## src/rtl/alu_op_scheduler.sv

```systemverilog
// alu_op_scheduler: round-robin sharing of one ALU between two requesters with result accumulator
module alu_op_scheduler #(
  parameter int WIDTH   = 4,
  parameter int ALU_LAT = 1
) (
  input  logic             clk,
  input  logic             rst_n,
  input  logic             req0_valid,
  output logic             req0_ready,
  input  logic [3:0]       req0_op,
  input  logic [WIDTH-1:0] req0_a,
  input  logic [WIDTH-1:0] req0_b,
  input  logic             req0_use_acc,
  input  logic             req1_valid,
  output logic             req1_ready,
  input  logic [3:0]       req1_op,
  input  logic [WIDTH-1:0] req1_a,
  input  logic [WIDTH-1:0] req1_b,
  input  logic             req1_use_acc,
  output logic             resp_valid,
  input  logic             resp_ready,
  output logic             resp_id,
  output logic [WIDTH-1:0] resp_data,
  output logic [WIDTH-1:0] alu_a,
  output logic [WIDTH-1:0] alu_b,
  output logic [3:0]       alu_s,
  input  logic [WIDTH-1:0] alu_f,
  output logic [WIDTH-1:0] acc,
  output logic             busy
);
  typedef enum logic [1:0] {IDLE, EXEC, RESP} state_t;
  localparam logic [2:0] LAT_INIT = 3'(ALU_LAT);
  state_t state, state_nx;
  logic rr_ptr, gnt, any_valid, accept, capture;
  logic [2:0] lat_cnt;
  logic [3:0] sel_op;
  logic [WIDTH-1:0] sel_a, sel_b;
  logic sel_use_acc;
  // grant selection, operand mux and next-state decode
  always_comb begin
    any_valid = req0_valid | req1_valid;
    gnt = (req0_valid & req1_valid) ? rr_ptr : req1_valid;
    accept = (state == IDLE) & any_valid;
    req0_ready = accept & ~gnt;
    req1_ready = accept & gnt;
    capture = (state == EXEC) & (lat_cnt == 3'd1);
    sel_op = gnt ? req1_op : req0_op;
    sel_a = gnt ? req1_a : req0_a;
    sel_b = gnt ? req1_b : req0_b;
    sel_use_acc = gnt ? req1_use_acc : req0_use_acc;
    state_nx = state;
    state_nx = accept ? EXEC : capture ? RESP : ((state == RESP) & resp_ready) ? IDLE : state;
  end
  // state register
  always_ff @(posedge clk) begin
    if (!rst_n) state <= IDLE;
    else state <= state_nx;
  end
  // operand latch, latency countdown, result capture and response handshake
  always_ff @(posedge clk) begin
    if (!rst_n) begin
      rr_ptr     <= 1'b0;
      resp_valid <= 1'b0;
      resp_id    <= 1'b0;
      resp_data  <= '0;
      alu_a      <= '0;
      alu_b      <= '0;
      alu_s      <= '0;
      acc        <= '0;
      lat_cnt    <= '0;
    end else begin
      if (accept) begin
        alu_s   <= sel_op;
        alu_b   <= sel_b;
        alu_a   <= sel_use_acc ? acc : sel_a;
        resp_id <= gnt;
        lat_cnt <= LAT_INIT;
        rr_ptr  <= ~gnt;
      end
      if (state == EXEC) lat_cnt <= lat_cnt - 3'd1;
      if (capture) begin
        resp_data  <= alu_f;
        acc        <= alu_f;
        resp_valid <= 1'b1;
      end
      if (resp_valid & resp_ready) resp_valid <= 1'b0;
    end
  end
  assign busy = (state != IDLE);
endmodule
```

## config.mk

```make
export PLATFORM = sky130hd
export DESIGN_NAME = alu_op_scheduler
export DESIGN_NICKNAME = d
export VERILOG_FILES = /design/src/rtl/alu_op_scheduler.sv
export SDC_FILE = /design/constraint.sdc
export NUM_CORES = 1
export LEC_CHECK = 0
export CAP_MARGIN = 20
export CELL_PAD_IN_SITES_DETAIL_PLACEMENT = 1
export CELL_PAD_IN_SITES_GLOBAL_PLACEMENT = 1
export CORE_UTILIZATION = 25
export CTS_BUF_LIST = sky130_fd_sc_hd__clkbuf_8
export CTS_CLUSTER_SIZE = 30
export DETAILED_ROUTE_END_ITERATION = 10
export DONT_BUFFER_PORTS = 1
export PLACE_DENSITY_LB_ADDON = 0.1
export RECOVER_POWER = 25
export SLEW_MARGIN = 20
export SYNTH_ARGS = -nofsm -noshare
export SYNTH_HDL_FRONTEND = slang
export SYNTH_SLANG_ARGS = --single-unit
```

## constraint.sdc

```tcl
create_clock -name clk -period 1.6 [get_ports clk]
set_input_delay 0.48 -clock clk [delete_from_list [all_inputs] [get_ports clk]]
set_output_delay 0.48 -clock clk [all_outputs]
set_load 0.005 [all_outputs]
```

# After elaboration in Yosys (flattened, before gate mapping)
# Index checks and enable logic that the tools add are counted.
# Widths: inputs -> output; s select.
# totals
ff_bits,24
input_bits,35
output_inout_bits,25
elab_cells,42
# classes
n_addsub,1
n_eq_ne,3
muxes,11
n_bitwise,10
n_reduce_logical,7
# op_table
op,n
$mux 4,4
$and 1x1->1,7
$mux 3,2
$reduce_bool 2->1,3
$mux 2,2
$reduce_or 2->1,2
$eq 3x1->1 const B,1
$mux 1,3
$reduce_bool 3->1,1
$sub 3x1->3 const B,1
$eq 2x1->1 const B,1
$eq 2x2->1 const B,1
$logic_not 2->1,1
$not 1->1,2
$or 1x1->1,1

# Depth between registers and ports, before layout
# Gate-level depths: netlist of run 1.
# logic_depth
word_depth,5
depth_mapped,6
mapped_depth_nobuf,5

# Worst setup path before layout of run 1
# No wires, ideal clock.
# synth_path
path_type,input -> register
from,input port req1_valid
to,register alu_b[0]
setup_ns,0.128
arrival_ns,1.345
slack_ns,0.127
path_stages,6
path_cell_list,buf_4 nand2_1 and3_1 buf_2 a222oi_1 nor2_1
# synth_between
elab_chain_len,3
# synth_rtl
item,line_no,rtl
start: declaration,14,"input logic req1_valid,"
$and 1x1->1,42,gnt = (req0_valid & req1_valid) ? rr_ptr : req1_valid;
$mux 1,42,
$mux 4,49,sel_b = gnt ? req1_b : req0_b;
end signal: assignment,74,alu_b <= sel_b;
end: declaration,25,"output logic [WIDTH-1:0] alu_b,"
# Parallel ways exist; a longest one is shown, timed or not.
# A chain may end at the register's enable or synchronous reset.

# Worst setup path after layout of run 1
# layout_path
from,register rr_ptr
to,output port req1_ready
# layout_between
elab_chain_len,2
# layout_rtl
item,line_no,rtl
start: declaration,34,"logic rr_ptr, gnt, any_valid, accept, capture;"
start signal: assignment,78,rr_ptr <= ~gnt;
$mux 1,42,
$and 1x1->1,45,req1_ready = accept & gnt;
end: declaration,15,"output logic req1_ready,"
# No other way between the ends.

==> results of run 1 <==
## registers in the layout, indices dropped and copies added (netlist names)
signal,count
acc,4
alu_a,4
alu_b,4
alu_s,4
lat_cnt,3
state,2
resp_id,1
resp_valid,1
rr_ptr,1
## routing by layer
metal	share of wire	up-vias	wire [µm]	GRT usage
met4	0.010	0	30	0.03401
met5	0	-	0	0
met3	0.10	4	306	0.05814
met1	0.45	454	1310	0.1536
li1	-	450	-	-
met2	0.44	35	1282	0.1866
## layout make-up
| class | instances | area (µm²) |
|---|---|---|
| Multi-Input combinational cell | 86 | 584.3 |
| Timing Repair Buffer | 3 | 22.52 |
| Fill cell | 500 | 3124 |
| Sequential cell | 24 | 480.5 |
| Inverter | 6 | 22.52 |
| Clock buffer | 4 | 55.05 |
| Tap cell | 52 | 65.06 |
## kinds of logic (layout without fill, tap and decap cells)
kind of cell,Yosys count,after routing,share of synthesized area
AND/OR/NAND/NOR,49,50,0.2194
AO/OA/AOI/OAI,33,33,0.2470
flip-flops,24,24,0.4234
buffers and inverters,17,13,0.07939
adder cells (fa/ha/maj),2,2,0.02205
multiplexers,1,1,0.008821
## placed cells by master, fill, tap and decap left out, types with 2 or more instances in the layout
master,synthesis,layout
dfxtp_1,24,24
nor2_1,14,14
nand2_1,12,12
a21oi_1,12,12
a222oi_1,8,8
nor3_1,8,8
inv_1,5,5
nand3_1,5,5
o41ai_2,4,4
clkbuf_8,0,4
buf_4,5,3
and3_4,0,2
or3b_1,2,2
o21ai_0,2,2
ha_1,2,2
## through the flow
step                      std cells  total power, W
after global placement          169       0.0009428
after CTS                       175        0.001390
final                           175        0.001366
after floorplan                 126       0.0009047
after detailed placement        169       0.0009475
after global routing            175        0.001445
## power groups by stage
stage                     combinational (W)  clock, W  sequential, W
after global placement             0.000231         0       0.000712
after CTS                          0.000251  0.000441       0.000699
final                              0.000246  0.000422       0.000698
after floorplan                    0.000204         0       0.000700
after global routing               0.000280  0.000460       0.000706
after detailed placement           0.000235         0       0.000713
## worst reg2reg max path: cells and delay by family, from the launching register on
family / cells / cell delay (ns)
compound gates: 1 / 0.06
flops: 1 / 0.43
simple gates: 3 / 0.87
## how the worst max path moves through the flow
stage | start | end | slack [ns] | cells past startpoint
after global routing | state[0]$_SDFFE_PN0P_ | acc[3]$_SDFFE_PN0P_ | 0.006 | 4
after CTS | rr_ptr$_SDFFE_PN0P_ | req1_ready | 0.02 | 2
after global placement | req0_valid | req1_ready | 0.15 | 2
final | rr_ptr$_SDFFE_PN0P_ | req1_ready | 0.06 | 2
after detailed placement | state[0]$_SDFFE_PN0P_ | req1_ready | 0.12 | 2
after floorplan | req1_valid | alu_b[0]$_SDFFE_PN0P_ | 0.13 | 6
## what timing repair did
| action | CTS | global route |
|---|---|---|
| setup buffers | 1 | 0 |
| cloned | 1 | 0 |
| pin swaps | 2 | 0 |
| resized for setup | 4 | 1 |
| endpoints found under the setup margin | 2 | 1 |
==> results.md, run 1 <==
- Internal: around 0.00098 W
- Synthesized area per cell: between 9 and 10 µm²
- Combinational share of power: 0.180
- Psw: between 0.0003 and 0.0004 W
- Worst Hold Class: input pin to register
- CTS tree: yes
- Vias/cell: roughly 5.4
- Fin nets: around 160
- Layout cell share with drive strength beyond 1: 0.1789
- Pins Over Slew Limit: 0
- Post-Place Setup Slack: 0.1231 ns
- DR DRC count: 0
- Placement row count: 24
- Post-synth EDFFs: 0
- Hold Startpoint: req1_valid
- Die height: between 60 and 70 µm
- Hold Path End: rr_ptr$_SDFFE_PN0P_
- Setup violators final: 0
- Ys async rst share: 0
- Drt pass-1 iters: 4
- Leak: between 0.4 and 0.5 nW
- Initial Utilization: 0.2606
- Overflow after GRT: 0
- First-pass GRT wire length: 4.809 mm
- CP max-delay cell: dfxtp_1
- Fin crit period: between 1.5 and 2 ns
- Switching share of power: 0.2827
- Peak Freq: 0.6503 GHz
- Clock Pin Slew Worst Setup and Hold Paths: around 0.090 ns
- Vias post-DR: 943
- Gr usage total: 0.1223
- Leading area contributor after synthesis: dfxtp_1
- Final clock skew: around 0.0036 ns
- Clock power share: 0.309
- RSZ-0062 raised after global routing: false
- Yosys reg bits: 24
- Setup CP Type: register to primary output
- Setup_tns: 0 ns
- Most frequent cell after synthesis: dfxtp_1
- Placement Cell Area: about 1100 µm²
- VDD IR max: 0.2857 mV
- CP required: 1.12 ns
- Worst r2r src: state[0]$_SDFFE_PN0P_
- Final hold slack: between 0.3 and 0.4 ns
- Initial antenna violation count: 0
- Area delta synth->final: 8.379%
- Worst-Margin Slew: roughly 0.38 ns
- DP Wirelength: ~2.1 mm
- Slew HR: 0.7428
- Max-cap viol count: 0
- Final wirelength: around 3 mm
- Register share of total power: 0.511
- # diodes: 0
- Sequential share of the synthesized area: 0.4234
- H-tree depth: 1
- TritonCTS Sinks: 24
- Max stage delay on crit path: roughly 0.38 ns
- CP top delay family: simple AND/OR/NAND/NOR gates
- Critical Path Fanout Max: 6
- Cell Area, Synth: 1135 µm²
- Outcome: complete, no violations
- CTS root buf: clkbuf_8
- Hold Path Stages: 1
- Syn_nets: between 150 and 200
- Die width: slightly below 70 µm
- Largest net degree at the start of global routing: 20
- Die area: slightly below 5000 µm²
- R2r setup slk: between 0.1 and 0.15 ns
- Endpoints failing hold: 0
- Final GP Congestion: between 0.7 and 0.8
- Cts bufs inserted: 3
- CP Capture Type: primary output
- WL/cell: between 15 and 20 µm
- Clock Tree Buf Depth: 2
- Startpoint Class: register
- Drt initial violations: 62
- Crit path DAT: 1.06 ns
- Top cells by area, synth: dfxtp_1 42%, a222oi_1 7.1%, o41ai_2 5.7%, a21oi_1 5.3%, nor2_1 4.6%
- Post-DRT Antenna Nets: 0
- Post-CTS Hold Fix Bufs: 0
- Period utilization: 0.9611
- Yosys warns: 0
- Library cells used by synthesis: 31
- Core Area: 4354 µm²
- Power Density: 1111 nW/µm²
- Reg2reg end: acc[3]$_SDFFE_PN0P_
- Crit path buf inv count: 0
- Ports: 60
- FF-to-FF path depth: 4
- Post-synth top area share: 0.4234
- Top FF cell, synth: dfxtp_1
- PortBufs: 0
- Worst skew pair latency: 0.27 ns
- Worst setup margin: 0.06218 ns
- Crit-path cells: nand2b_4 > and3_4
- Final core utilization: 0.2825
- Top cells by count, synth: 24 x dfxtp_1, 14 x nor2_1, 12 x a21oi_1, 12 x nand2_1
- Design area: between 1000 and 1500 µm²
- Post-Syn Instances: around 130
- Vias in the first global route: 962
No activity file was read; power rests on OpenSTA's default activity.
==> run 2: changes to the inputs <==
--- a/config.mk
+++ b/config.mk
@@ -15,6 +15,7 @@
 export DONT_BUFFER_PORTS = 1
 export PLACE_DENSITY_LB_ADDON = 0.1
 export RECOVER_POWER = 25
+export REMOVE_ABC_BUFFERS = 1
 export SLEW_MARGIN = 20
 export SYNTH_ARGS = -nofsm -noshare
 export SYNTH_HDL_FRONTEND = slang
==> run 2 against run 1 <==
Clock skew grew 0.00089 ns. Wire length up 5.7%. Sequential power about the same. Clock-buffer cell count decreased by 1. Combinational power about the same. Critical path depth unchanged. Worst setup slack gained 0.019 ns. Largest power group unchanged.
==> results.md, run 2 (synthesized netlist as in run 1, its figures left out) <==
- Cts bufs inserted: 3
- Core Area: around 4400 µm²
- Die width: 69.38 µm
- Setup_tns: 0 ns
- Max stage delay on crit path: ~0.36 ns
- PortBufs: 0
- First-pass GRT wire length: between 5 and 6 mm
- Endpoints failing hold: 0
- DP Wirelength: 2.191 mm
- Area delta synth->final: 9.923%
- Final GP Congestion: 0.7602
- FF-to-FF path depth: 4
- CP Capture Type: primary output
- CTS root buf: clkbuf_8
- Initial Utilization: 0.2606
- Drt initial violations: 54
- Period utilization: 0.9492
- Crit path DAT: roughly 1.0 ns
- H-tree depth: 1
- Layout cell share with drive strength beyond 1: 0.1870
- Max-cap viol count: 0
- Worst-Margin Slew: 0.3571 ns
- DR DRC count: 0
- Vias post-DR: 960
- Slew HR: 0.7599
- Final hold slack: approximately 0.31 ns
- Clock Pin Slew Worst Setup and Hold Paths: about 0.09 ns
- Initial antenna violation count: 0
- R2r setup slk: approximately 0.14 ns
- Ports: 60
- Overflow after GRT: 0
- Setup violators final: 0
- # diodes: 0
- Post-CTS Hold Fix Bufs: 0
- Fin crit period: ~1.5 ns
- Post-DRT Antenna Nets: 0
- Gr usage total: 0.1386
- Setup CP Type: register to primary output
- Outcome: complete, no violations
- Worst Hold Class: input pin to register
- VDD IR max: about 0.31 mV
- Critical Path Fanout Max: 6
- Vias/cell: between 5 and 6
- RSZ-0062 raised after global routing: false
- Final wirelength: just over 3 mm
- Worst skew pair latency: between 0.2 and 0.3 ns
- Startpoint Class: register
- Worst setup path startpoint: rr_ptr$_SDFFE_PN0P_
- WL/cell: about 18 µm
- CP required: approximately 1.1 ns
- Pins Over Slew Limit: 0
- Power Density: 1191 nW/µm²
- Largest net degree at the start of global routing: 20
- Fin nets: 161
- Crit-path cells: nand2b_4 > and3_4
- Vias in the first global route: 1015
- CP max-delay cell: dfxtp_2
- Clock Tree Buf Depth: 2
- Drt pass-1 iters: 4
- Hold Path Stages: 1
- Die height: slightly below 70 µm
- TritonCTS Sinks: 24
- Peak Freq: about 0.66 GHz
- Final clock skew: between 0.004 and 0.005 ns
- Worst r2r src: state[0]$_SDFFE_PN0P_
- Placement row count: 24
- CTS tree: yes
- Hold Startpoint: req1_valid
- Most common cell after layout, fill and taps aside: dfxtp_1
- Most frequent cells in the layout: 23 x dfxtp_1, 14 x nor2_1, 12 x nand2_1, 12 x a21oi_1
- Leak: around 0.46 nW
- Die area: a little under 5000 µm²
## run 2: cell count changes in the layout (fill, tap and decap cells not counted)
cell / previous run / this run
dfxtp_2: 0 / 1
clkbuf_8: 4 / 3
bufinv_16: 0 / 1
dfxtp_1: 24 / 23
## run 2: final cells by class
| type | count | area, µm² |
|---|---|---|
| Fill cell | 510 | 3107 |
| Sequential cell | 24 | 481.7 |
| Inverter | 6 | 22.52 |
| Tap cell | 52 | 65.06 |
| Multi-Input combinational cell | 86 | 584.3 |
| Clock buffer | 3 | 41.29 |
| Clock inverter | 1 | 30.03 |
| Timing Repair Buffer | 3 | 22.52 |
## run 2: where the power goes
| part | internal (W) | leakage, nW | total [W] | switching (W) |
|---|---|---|---|---|
| sequential | 0.000652 | 0.197 | 0.000699 | 0.0000469 |
| clock | 0.000335 | 0.0357 | 0.000540 | 0.000205 |
| combinational | 0.000109 | 0.225 | 0.000247 | 0.000139 |
| total | 0.00110 | 0.459 | 0.00149 | 0.000391 |
## run 2: worst paths after layout
| check | endpoint |
|---|---|
| worst max-delay path | req1_ready |
| worst min-delay path | rr_ptr$_SDFFE_PN0P_ |
| worst max register to register | acc[3]$_SDFFE_PN0P_ |
| worst min register to register | rr_ptr$_SDFFE_PN0P_ |
## run 2: per-stage QoR
stage          std cells  instance area [µm²]    util  worst slack, ns  total power, W
2_1_floorplan        115                 1067       -           0.2589       0.0008821
3_3_place_gp         169                 1147  0.2635           0.1391       0.0009422
3_5_place_dp         169                 1147  0.2635           0.1153       0.0009475
4_1_cts              175                 1249  0.2868          0.01807        0.001527
5_1_grt              175                 1247  0.2865          0.01356        0.001586
6_report             175                 1247  0.2865          0.08121        0.001486
## run 2: timing repair
action                                  4_1_cts  5_1_grt
gates resized for setup                       5        1
setup buffers                                 1        0
endpoints found under the setup margin        2        1
pin swaps                                     2        0
cloned                                        1        0
## run 2: per-layer routing
layer	share of wire	global-route usage	wire length, µm	vias up
met5	0	0	0	-
met4	0.023	0.07483	72	0
met3	0.088	0.04797	271	5
met2	0.46	0.2168	1422	42
met1	0.43	0.1661	1329	463
li1	-	-	-	450
## run 2: critical path, delay by kind of cell (launching register included)
| kind | cells | cell delay (ns) |
|---|---|---|
| flip-flops | 1 | 0.36 |
| AND/OR/NAND/NOR | 2 | 0.40 |
